<file path="src/rtl/mem_port_arbiter.sv">
// Shares one single-port RAM between the fetch port and the load/store port.
// One access at a time, fixed-latency sequencing, registered one-cycle acks.
module mem_port_arbiter #(
    parameter int RAM_AW   = 10,
    parameter int RAM_LAT  = 1,
    parameter int MAX_SKIP = 4
) (
    input  logic              clk,
    input  logic              rst_n,
    input  logic              if_req,
    input  logic [31:0]       if_addr,
    output logic              if_ack,
    output logic [31:0]       if_rdata,
    input  logic              dm_req,
    input  logic              dm_we,
    input  logic              dm_half,
    input  logic [31:0]       dm_addr,
    input  logic [31:0]       dm_wdata,
    output logic              dm_ack,
    output logic [31:0]       dm_rdata,
    output logic              dm_err,
    output logic              ram_en,
    output logic              ram_we,
    output logic [3:0]        ram_be,
    output logic [RAM_AW-1:0] ram_addr,
    output logic [31:0]       ram_wdata,
    input  logic [31:0]       ram_rdata,
    output logic              busy
);

    typedef enum logic [1:0] {
        IDLE  = 2'd0,
        ISSUE = 2'd1,
        WAIT  = 2'd2,
        RESP  = 2'd3
    } state_t;

    localparam logic [2:0] MAX_SKIP_C = 3'(MAX_SKIP);
    localparam logic [2:0] RAM_LAT_C  = 3'(RAM_LAT);

    state_t            state_r, state_s;
    logic [2:0]        skip_r, skip_s;
    logic [2:0]        lat_r, lat_s;
    logic              own_dm_r, own_dm_s;
    logic              half_r, half_s;
    logic              hi_r, hi_s;
    logic              ram_en_r, ram_en_s;
    logic              ram_we_r, ram_we_s;
    logic              we_r, we_s;
    logic [3:0]        ram_be_r, ram_be_s;
    logic [RAM_AW-1:0] ram_addr_r, ram_addr_s;
    logic [31:0]       ram_wdata_r, ram_wdata_s;
    logic              if_ack_r, if_ack_s;
    logic              dm_ack_r, dm_ack_s;
    logic              dm_err_r, dm_err_s;
    logic [31:0]       if_rdata_r, if_rdata_s;
    logic [31:0]       dm_rdata_r, dm_rdata_s;
    logic              busy_r, busy_s;
    logic              dm_misaligned_s;
    logic              unused_s;

    assign unused_s = ^{if_addr[31:RAM_AW+2], if_addr[1:0], dm_addr[31:RAM_AW+2]};

    // Half-word loads return the addressed lane zero-extended.
    function automatic logic [31:0] fmt_load(input logic [31:0] d, input logic half,
                                             input logic hi);
        logic [31:0] r;
        if (!half) begin
            r = d;
        end else if (hi) begin
            r = {16'h0000, d[31:16]};
        end else begin
            r = {16'h0000, d[15:0]};
        end
        return r;
    endfunction

    // Next-state, arbitration and next-output logic.
    always_comb begin
        state_s     = state_r;
        skip_s      = skip_r;
        lat_s       = lat_r;
        own_dm_s    = own_dm_r;
        half_s      = half_r;
        hi_s        = hi_r;
        we_s        = we_r;
        ram_be_s    = ram_be_r;
        ram_addr_s  = ram_addr_r;
        ram_wdata_s = ram_wdata_r;
        if_rdata_s  = if_rdata_r;
        dm_rdata_s  = dm_rdata_r;
        ram_en_s    = 1'b0;
        ram_we_s    = 1'b0;
        if_ack_s    = 1'b0;
        dm_ack_s    = 1'b0;
        dm_err_s    = 1'b0;
        dm_misaligned_s = dm_half ? dm_addr[0] : (dm_addr[1:0] != 2'b00);

        case (state_r)
            IDLE: begin
                if (if_req && (!dm_req || (skip_r == MAX_SKIP_C))) begin
                    own_dm_s    = 1'b0;
                    we_s        = 1'b0;
                    half_s      = 1'b0;
                    hi_s        = 1'b0;
                    ram_be_s    = 4'b1111;
                    ram_addr_s  = if_addr[RAM_AW+1:2];
                    skip_s      = 3'd0;
                    ram_en_s    = 1'b1;
                    state_s     = ISSUE;
                end else if (dm_req) begin
                    own_dm_s = 1'b1;
                    // IF lost this round; never counts past the forcing threshold.
                    if (if_req && (skip_r != MAX_SKIP_C)) begin
                        skip_s = skip_r + 3'd1;
                    end else begin
                        skip_s = skip_r;
                    end
                    if (dm_misaligned_s) begin
                        dm_ack_s   = 1'b1;
                        dm_err_s   = 1'b1;
                        dm_rdata_s = 32'h0000_0000;
                        state_s    = RESP;
                    end else begin
                        we_s        = dm_we;
                        half_s      = dm_half;
                        hi_s        = dm_addr[1];
                        ram_addr_s  = dm_addr[RAM_AW+1:2];
                        ram_wdata_s = dm_half ? {dm_wdata[15:0], dm_wdata[15:0]} : dm_wdata;
                        if (!dm_half) begin
                            ram_be_s = 4'b1111;
                        end else if (dm_addr[1]) begin
                            ram_be_s = 4'b1100;
                        end else begin
                            ram_be_s = 4'b0011;
                        end
                        ram_en_s = 1'b1;
                        ram_we_s = dm_we;
                        state_s  = ISSUE;
                    end
                end else begin
                    state_s = IDLE;
                end
            end
            ISSUE: begin
                lat_s   = RAM_LAT_C;
                state_s = WAIT;
            end
            WAIT: begin
                lat_s = lat_r - 3'd1;
                if (lat_r == 3'd1) begin
                    if (!own_dm_r) begin
                        if_rdata_s = ram_rdata;
                        if_ack_s   = 1'b1;
                    end else if (!we_r) begin
                        dm_rdata_s = fmt_load(ram_rdata, half_r, hi_r);
                        dm_ack_s   = 1'b1;
                    end else begin
                        dm_ack_s   = 1'b1;
                    end
                    state_s = RESP;
                end else begin
                    state_s = WAIT;
                end
            end
            RESP: begin
                state_s = IDLE;
            end
            default: begin
                state_s = IDLE;
            end
        endcase
        busy_s = (state_s != IDLE);
    end

    // State and registered outputs; reset abandons any access in flight.
    always_ff @(posedge clk) begin
        if (!rst_n) begin
            state_r     <= IDLE;
            skip_r      <= 3'd0;
            lat_r       <= 3'd0;
            own_dm_r    <= 1'b0;
            half_r      <= 1'b0;
            hi_r        <= 1'b0;
            we_r        <= 1'b0;
            ram_en_r    <= 1'b0;
            ram_we_r    <= 1'b0;
            ram_be_r    <= 4'b0000;
            ram_addr_r  <= '0;
            ram_wdata_r <= 32'h0000_0000;
            if_ack_r    <= 1'b0;
            dm_ack_r    <= 1'b0;
            dm_err_r    <= 1'b0;
            if_rdata_r  <= 32'h0000_0000;
            dm_rdata_r  <= 32'h0000_0000;
            busy_r      <= 1'b0;
        end else begin
            state_r     <= state_s;
            skip_r      <= skip_s;
            lat_r       <= lat_s;
            own_dm_r    <= own_dm_s;
            half_r      <= half_s;
            hi_r        <= hi_s;
            we_r        <= we_s;
            ram_en_r    <= ram_en_s;
            ram_we_r    <= ram_we_s;
            ram_be_r    <= ram_be_s;
            ram_addr_r  <= ram_addr_s;
            ram_wdata_r <= ram_wdata_s;
            if_ack_r    <= if_ack_s;
            dm_ack_r    <= dm_ack_s;
            dm_err_r    <= dm_err_s;
            if_rdata_r  <= if_rdata_s;
            dm_rdata_r  <= dm_rdata_s;
            busy_r      <= busy_s;
        end
    end

    assign if_ack    = if_ack_r;
    assign if_rdata  = if_rdata_r;
    assign dm_ack    = dm_ack_r;
    assign dm_rdata  = dm_rdata_r;
    assign dm_err    = dm_err_r;
    assign ram_en    = ram_en_r;
    assign ram_we    = ram_we_r;
    assign ram_be    = ram_be_r;
    assign ram_addr  = ram_addr_r;
    assign ram_wdata = ram_wdata_r;
    assign busy      = busy_r;

endmodule
</file>
<file path="config.mk">
export PLATFORM = sky130hd
export DESIGN_NAME = mem_port_arbiter
export DESIGN_NICKNAME = d
export VERILOG_FILES = /design/src/rtl/mem_port_arbiter.sv
export SDC_FILE = /design/constraint.sdc
export NUM_CORES = 1
export LEC_CHECK = 0
export CAP_MARGIN = 20
export CORE_ASPECT_RATIO = 1.2
export CORE_UTILIZATION = 41
export DETAILED_ROUTE_END_ITERATION = 7
export PLACE_DENSITY = 0.93
export SYNTH_ARGS = -nofsm -noshare
export SYNTH_HDL_FRONTEND = slang
export SYNTH_SLANG_ARGS = --single-unit
</file>
<file path="constraint.sdc">
create_clock -name clk -period 2.5 [get_ports clk]
set_clock_uncertainty 0.1 [all_clocks]
set_input_delay 0.25 -clock clk [delete_from_list [all_inputs] [get_ports clk]]
set_output_delay 0.25 -clock clk [all_outputs]
set_load 0.005 [all_outputs]
</file>
==> results of run 1 <==
-- worst paths after layout --
path / startpoint / to / cells past startpoint / slack, ns
max: skip_r[0] / ram_be[2] / 7 / 0.27
min: rst_n / ram_wdata[15] / 3 / 0.27
max reg2reg: skip_r[0] / ram_be[2] / 7 / 0.27
min reg2reg: if_rdata[7] / if_rdata[7] / 2 / 0.35
-- layout make-up --
cell class	instances	area (sq um)	area share (%)
clock buffer	25	495	6.14
timing repair buffer	222	2200	27.3
tap	161	201	2.50
clock inverter	6	130	1.61
sequential	126	2520	31.3
multi-input combinational	390	2480	30.8
inverter	8	30.0	0.372
-- layout by cell type (no fill, tap or decap), drive strengths merged, types with 2 or more instances in the layout --
| cell type | instances |
|---|---|
| bufinv | 4 |
| clkinv | 2 |
| nand2 | 143 |
| a31oi | 3 |
| clkdlybuf4s50 | 206 |
| buf | 16 |
| ha | 6 |
| o21ai | 15 |
| inv | 8 |
| mux2 | 16 |
| clkbuf | 25 |
| a211oi | 16 |
| and2 | 2 |
| mux2i | 74 |
| nor2b | 3 |
| a21oi | 51 |
| nor2 | 39 |
| nand2b | 5 |
| dfxtp | 126 |
| nand4 | 2 |
-- per-stage QoR --
step / setup WS [ns] / total power, mW / instances
final: 0.269 / 5.70 / 938
after floorplan: 0.469 / 2.66 / 565
after global placement: 0.184 / 3.10 / 907
after global routing: 0.118 / 5.94 / 938
after CTS: 0.269 / 5.75 / 938
after detailed placement: 0.160 / 3.13 / 907
-- report_power, final --
group	leakage (nW)	switching (mW)	internal, mW
sequential	1.02	0.0596	2.12
clock	0.307	0.847	1.77
combinational	1.76	0.421	0.491
-- layer usage --
metal | vias to the layer above | track usage [%] | part of all wire, %
met4 | 0 | 11.5 | 3.2
met2 | 205 | 43.7 | 49
met1 | 2234 | 24.8 | 38
met5 | - | 0 | 0
met3 | 31 | 10.3 | 9.6
li1 | 2304 | - | -
-- state kept, by name, indices dropped and copies added (netlist names) --
register   flops
ram_en         1
hi_r           1
dm_ack         1
ram_be         2
dm_rdata      32
if_ack         1
busy           1
half_r         1
state_r        2
if_rdata      32
ram_addr      10
lat_r          3
we_r           1
own_dm_r       1
dm_err         1
ram_wdata     32
ram_we         1
skip_r         3
-- critical path: stages, from the launching register on --
cell and delay (ns):
dfxtp_1 0.35, inv_1 0.07, ha_1 0.23, a21bo_2 0.26, a2111oi_4 0.43, buf_4 0.31
nand2_1 0.11, o221a_2 0.27
-- kinds of logic (layout without fill, tap and decap cells) --
group | count (synthesis) | after routing | synth area share, %
buffers and inverters | 49 | 261 | 4.64
multiplexers | 90 | 90 | 17.6
AO/OA/AOI/OAI | 95 | 95 | 12.7
AND/OR/NAND/NOR | 199 | 199 | 15.4
adder cells (fa/ha/maj) | 6 | 6 | 1.44
flip-flops | 126 | 126 | 48.2
==> summary.txt, run 1 <==
STA
  • Final Max Slew Viols: 0
  • Measured slew at the worst slew-check pin: between 0.7 and 0.8 ns
  • Min Hold Slack: between 0.2 and 0.3 ns
  • Relative slew slack: 50.5%
  • Fin Setup TNS: 0 ns
  • Fin. Hold Viols: 0
  • Max Freq: 0.448 GHz
  • RSZ-0062 raised after global routing: no
  • Setup violations, final: 0
  • Period utilisation layout: around 89%
  • Min cycle time layout: roughly 2.2 ns

Placed design
  • GPL Wtd Cong: 0.783
  • DP Wirelength: 11.0 mm
  • Port Buffers: a little over 200
  • Placed instance area: 7440 sq um

Synthesis
  • Most instantiated library cell after synthesis: nand2_1
  • Area leader, netlist: dfxtp_1
  • Mapped Area: roughly 5200 sq um
  • Post-synthesis register bit count: around 130
  • Distinct cells, synth: 38
  • Register area share after synthesis: between 40% and 50%
  • Ys async rst share: 0%
  • Synth area leaders: dfxtp_1, mux2i_1, nand2_1
  • Yosys warns: 0
  • Synth Flop Type: dfxtp_1
  • Post-Syn Nets: between 700 and 800
  • Most frequent cells after synthesis: nand2_1, dfxtp_1, mux2i_1
  • EDFF count, synth: 0
  • Post-Synthesis Cells: approximately 570
  • Share of the synthesized area in the top cell type: between 40% and 50%
  • Syn avg cell area: slightly above 9 sq um

Global route
  • Vias in the first global route: roughly 5000
  • First-pass GRT wire length: 25.2 mm
  • Gr usage total: ~25%
  • Antenna violations before repair: 0
  • Pin count of the biggest net entering global routing: 49
  • GRT Residual Overflow: 0

Clock tree
  • Post CTS Setup Buffer Count: 0
  • Clk slew on worst S/H paths: around 0.05 ns
  • Clock root buffer: clkbuf_16
  • H-tree depth: 4
  • CTS sink count: roughly 130
  • CTS Buffer Depth: 2
  • Cts repair resizes: 0
  • # hold bufs at CTS: 0
  • CTS tree: built
  • Clk_lat worst skew: roughly 0.4 ns
  • CTS buffer count: 17

Power
  • Max rail drop VDD: 0.000445 V
  • Power Density: roughly 710 nW/um^2
  • P_leak: 3.09 nW

Worst hold path
  • Worst min path class: primary input to register

Final layout
  • Layout area overhead: 54.2%
  • Util after Layout: 65.7%
  • # diodes: 0
  • Fin nets: a little over 900
  • Share of layout cells above drive strength 1: around 11%
  • Filler instances: ~960
  • Final Cell Area: 8070 sq um

Detailed routing
  • Vias per inst: roughly 5.1
  • Drt pass-1 iters: 4
  • Drt total wl: roughly 16 mm
  • Total number of vias: between 4000 and 5000
  • Antenna-violating nets left: 0
  • DRC errors left: 0
  • Iteration-0 DRC Markers: 149
  • Routed wire length per instance: 16.9 um

Status
  • Status: completed

Die
  • Chip Width: 105 um
  • Core region area: 12300 sq um
  • Boundary Pins: 250
  • # rows: between 40 and 50
  • Starting Density: between 40% and 50%
  • Die Ht: between 100 and 150 um
  • Die area: around 13000 sq um

Setup path
  • Max FO, Critical Path: 14
  • Setup CP Type: register to register
  • Crit path launch type: register
  • Crit end category: register
  • Arr. time, crit path: between 2 and 2.5 ns
  • Worst endpoint required time: 2.69 ns

Run
  • Number of max-cap violations: 0
(Power assumes the default switching activity.)
==> inputs of run 2 (changes only) <==
ABC_CLOCK_PERIOD_IN_PS = 2500   (was unset)
==> results of run 2 <==
Same layout as run 1: the final DEF is identical, and so are final timing and power.
==> inputs of run 3 (changes only) <==
CORE_UTILIZATION = 40   (was 41)
PLACE_DENSITY = 0.91   (was 0.93)
==> run 3 against run 2 <==
Net effect:
- maximum frequency fell by 1.2%
- via count decreased by 1.0%
- routed wire length decreased by 2.7%
- setup slack worse by 0.027 ns
- cell area rose by 0.12%
- critical path type unchanged
- largest cell class unchanged
- highest routed layer unchanged
==> summary.txt, run 3 (same netlist as run 1, synthesis figures left out) <==
Die
  • Core region area: around 13000 sq um
  • Die Ht: between 100 and 150 um
  • Boundary Pins: 250
  • # rows: 45
  • Chip Width: between 100 and 150 um
  • Die area: 13500 sq um
  • Starting Density: between 40 and 50%

Final layout
  • Highest-count cells in the layout ignoring fill and taps: clkdlybuf4s50_1, nand2_1, dfxtp_1
  • Filler instances: between 1000 and 1500
  • Most common cell after layout, fill and taps aside: clkdlybuf4s50_1
  • Register area: around 2500 sq um
  • Final Cell Area: a little over 8000 sq um
  • Fin nets: approximately 900
  • Share of layout cells above drive strength 1: a little under an eighth
  • Multi-input gate area: roughly 2500 sq um
  • # diodes: 0
  • Layout area overhead: 54.4%
  • Util after Layout: 63.5%

Clock tree
  • Clock root buffer: clkbuf_16
  • CTS Buffer Depth: 2
  • Cts repair resizes: 0
  • Clk slew on worst S/H paths: 0.05 ns
  • H-tree depth: 4
  • Post CTS Setup Buffer Count: 0
  • CTS sink count: between 100 and 150
  • CTS buffer count: 17
  • CTS tree: built
  • # hold bufs at CTS: 0
  • Clk_lat worst skew: 0.40 ns

Placed design
  • Pre-CTS setup slack: between 0.1 and 0.15 ns
  • GPL Wtd Cong: between 0.7 and 0.8
  • Placed instance area: ~7500 sq um
  • Port Buffers: about 210
  • DP Wirelength: around 11 mm

Detailed routing
  • DRC errors left: 0
  • Iteration-0 DRC Markers: 193
  • Drt total wl: ~15 mm
  • Drt pass-1 iters: 6
  • Vias per inst: approximately 5
  • Total number of vias: between 4000 and 5000
  • Antenna-violating nets left: 0
  • Routed wire length per instance: ~16 um

Power
  • Max rail drop VDD: approximately 0.00042 V
  • Final Total Pwr: approximately 5.6 mW
  • Power Density: just under 700 nW/um^2
  • P_leak: 3.08 nW

STA
  • Min cycle time layout: about 2.3 ns
  • Max Freq: between 0.4 and 0.5 GHz
  • Fin Setup TNS: 0 ns
  • Measured slew at the worst slew-check pin: 0.506 ns
  • Setup violations, final: 0
  • Relative slew slack: between 60 and 70%
  • Fin. Hold Viols: 0
  • RSZ-0062 raised after global routing: no
  • Period utilisation layout: between 90% and 100%
  • Final worst slack: between 0.2 and 0.25 ns
  • Final Max Slew Viols: 0

Setup path
  • CP max stage delay: ~0.50 ns
  • Crit-path cells: inv_1 > ha_1 > a21bo_2 > a2111oi_4 > buf_12 > mux2i_1 > nor2_1
  • Setup CP Type: register to register
  • Max FO, Critical Path: 37
  • Worst endpoint required time: 2.67 ns
  • Worst path bufs/invs: 2
  • Crit path launch type: register
  • Crit end category: register
  • Worst reg-to-reg setup slack: around 0.24 ns
  • Arr. time, crit path: between 2 and 2.5 ns
  • Crit path max-delay family: compound AO/OA/AOI/OAI gates
  • Critical-path top delay cell: a2111oi_4

Global route
  • Antenna violations before repair: 0
  • GRT Residual Overflow: 0
  • Gr usage total: roughly 23%
  • Vias in the first global route: 4769
  • Pin count of the biggest net entering global routing: slightly below 50
  • First-pass GRT wire length: about 24 mm

Status
  • Status: completed

Run
  • Number of max-cap violations: 0

Worst hold path
  • Worst min path class: primary input to register
## run 3: changes by cell type in the layout (fill, tap and decap cells not counted)
cell        before  now
buf_4           13   12
clkinvlp_4       0    1
bufinv_16        4    3
clkbuf_1         4    3
buf_12           2    4
## run 3: final cells by class
cell class,instances,share of cell area (%)
timing repair buffer,223,27.7
clock inverter,6,1.33
inverter,8,0.372
tap,164,2.54
sequential,126,31.2
clock buffer,24,6.09
multi-input combinational,390,30.8
## run 3: tightest hold or removal path, stage by stage
cell and delay [ns]:
buf_2 0.12, inv_2 0.17, a21oi_1 0.15
## run 3: path summary, 6_finish.rpt
check	endpoint	depth (start not counted)	startpoint
min reg2reg	if_rdata[30]	2	if_rdata[30]
min	if_rdata[1]	3	rst_n
max reg2reg	ram_wdata[1]	7	skip_r[0]
max	ram_wdata[1]	7	skip_r[0]
## run 3: metal layers
| metal | routed length [um] | global-route usage (%) | vias to the layer above | share of wire (%) |
|---|---|---|---|---|
| li1 | - | - | 2313 | - |
| met1 | 5690 | 21.8 | 2202 | 37 |
| met3 | 1470 | 9.39 | 16 | 9.5 |
| met2 | 8020 | 44.2 | 193 | 52 |
| met5 | 0 | 0 | - | 0 |
| met4 | 253 | 7.35 | 0 | 1.6 |
## run 3: through the flow
stage,hold WS [ns],std cells
after floorplan,0.286,565
final,0.237,941
after global placement,0.340,911
after detailed placement,0.348,911
after global routing,0.249,941
after CTS,0.243,941
## run 3: power by group
part | internal [mW] | switching (mW) | leakage (nW)
combinational | 0.499 | 0.419 | 1.77
sequential | 2.12 | 0.0589 | 1.02
clock | 1.66 | 0.841 | 0.292
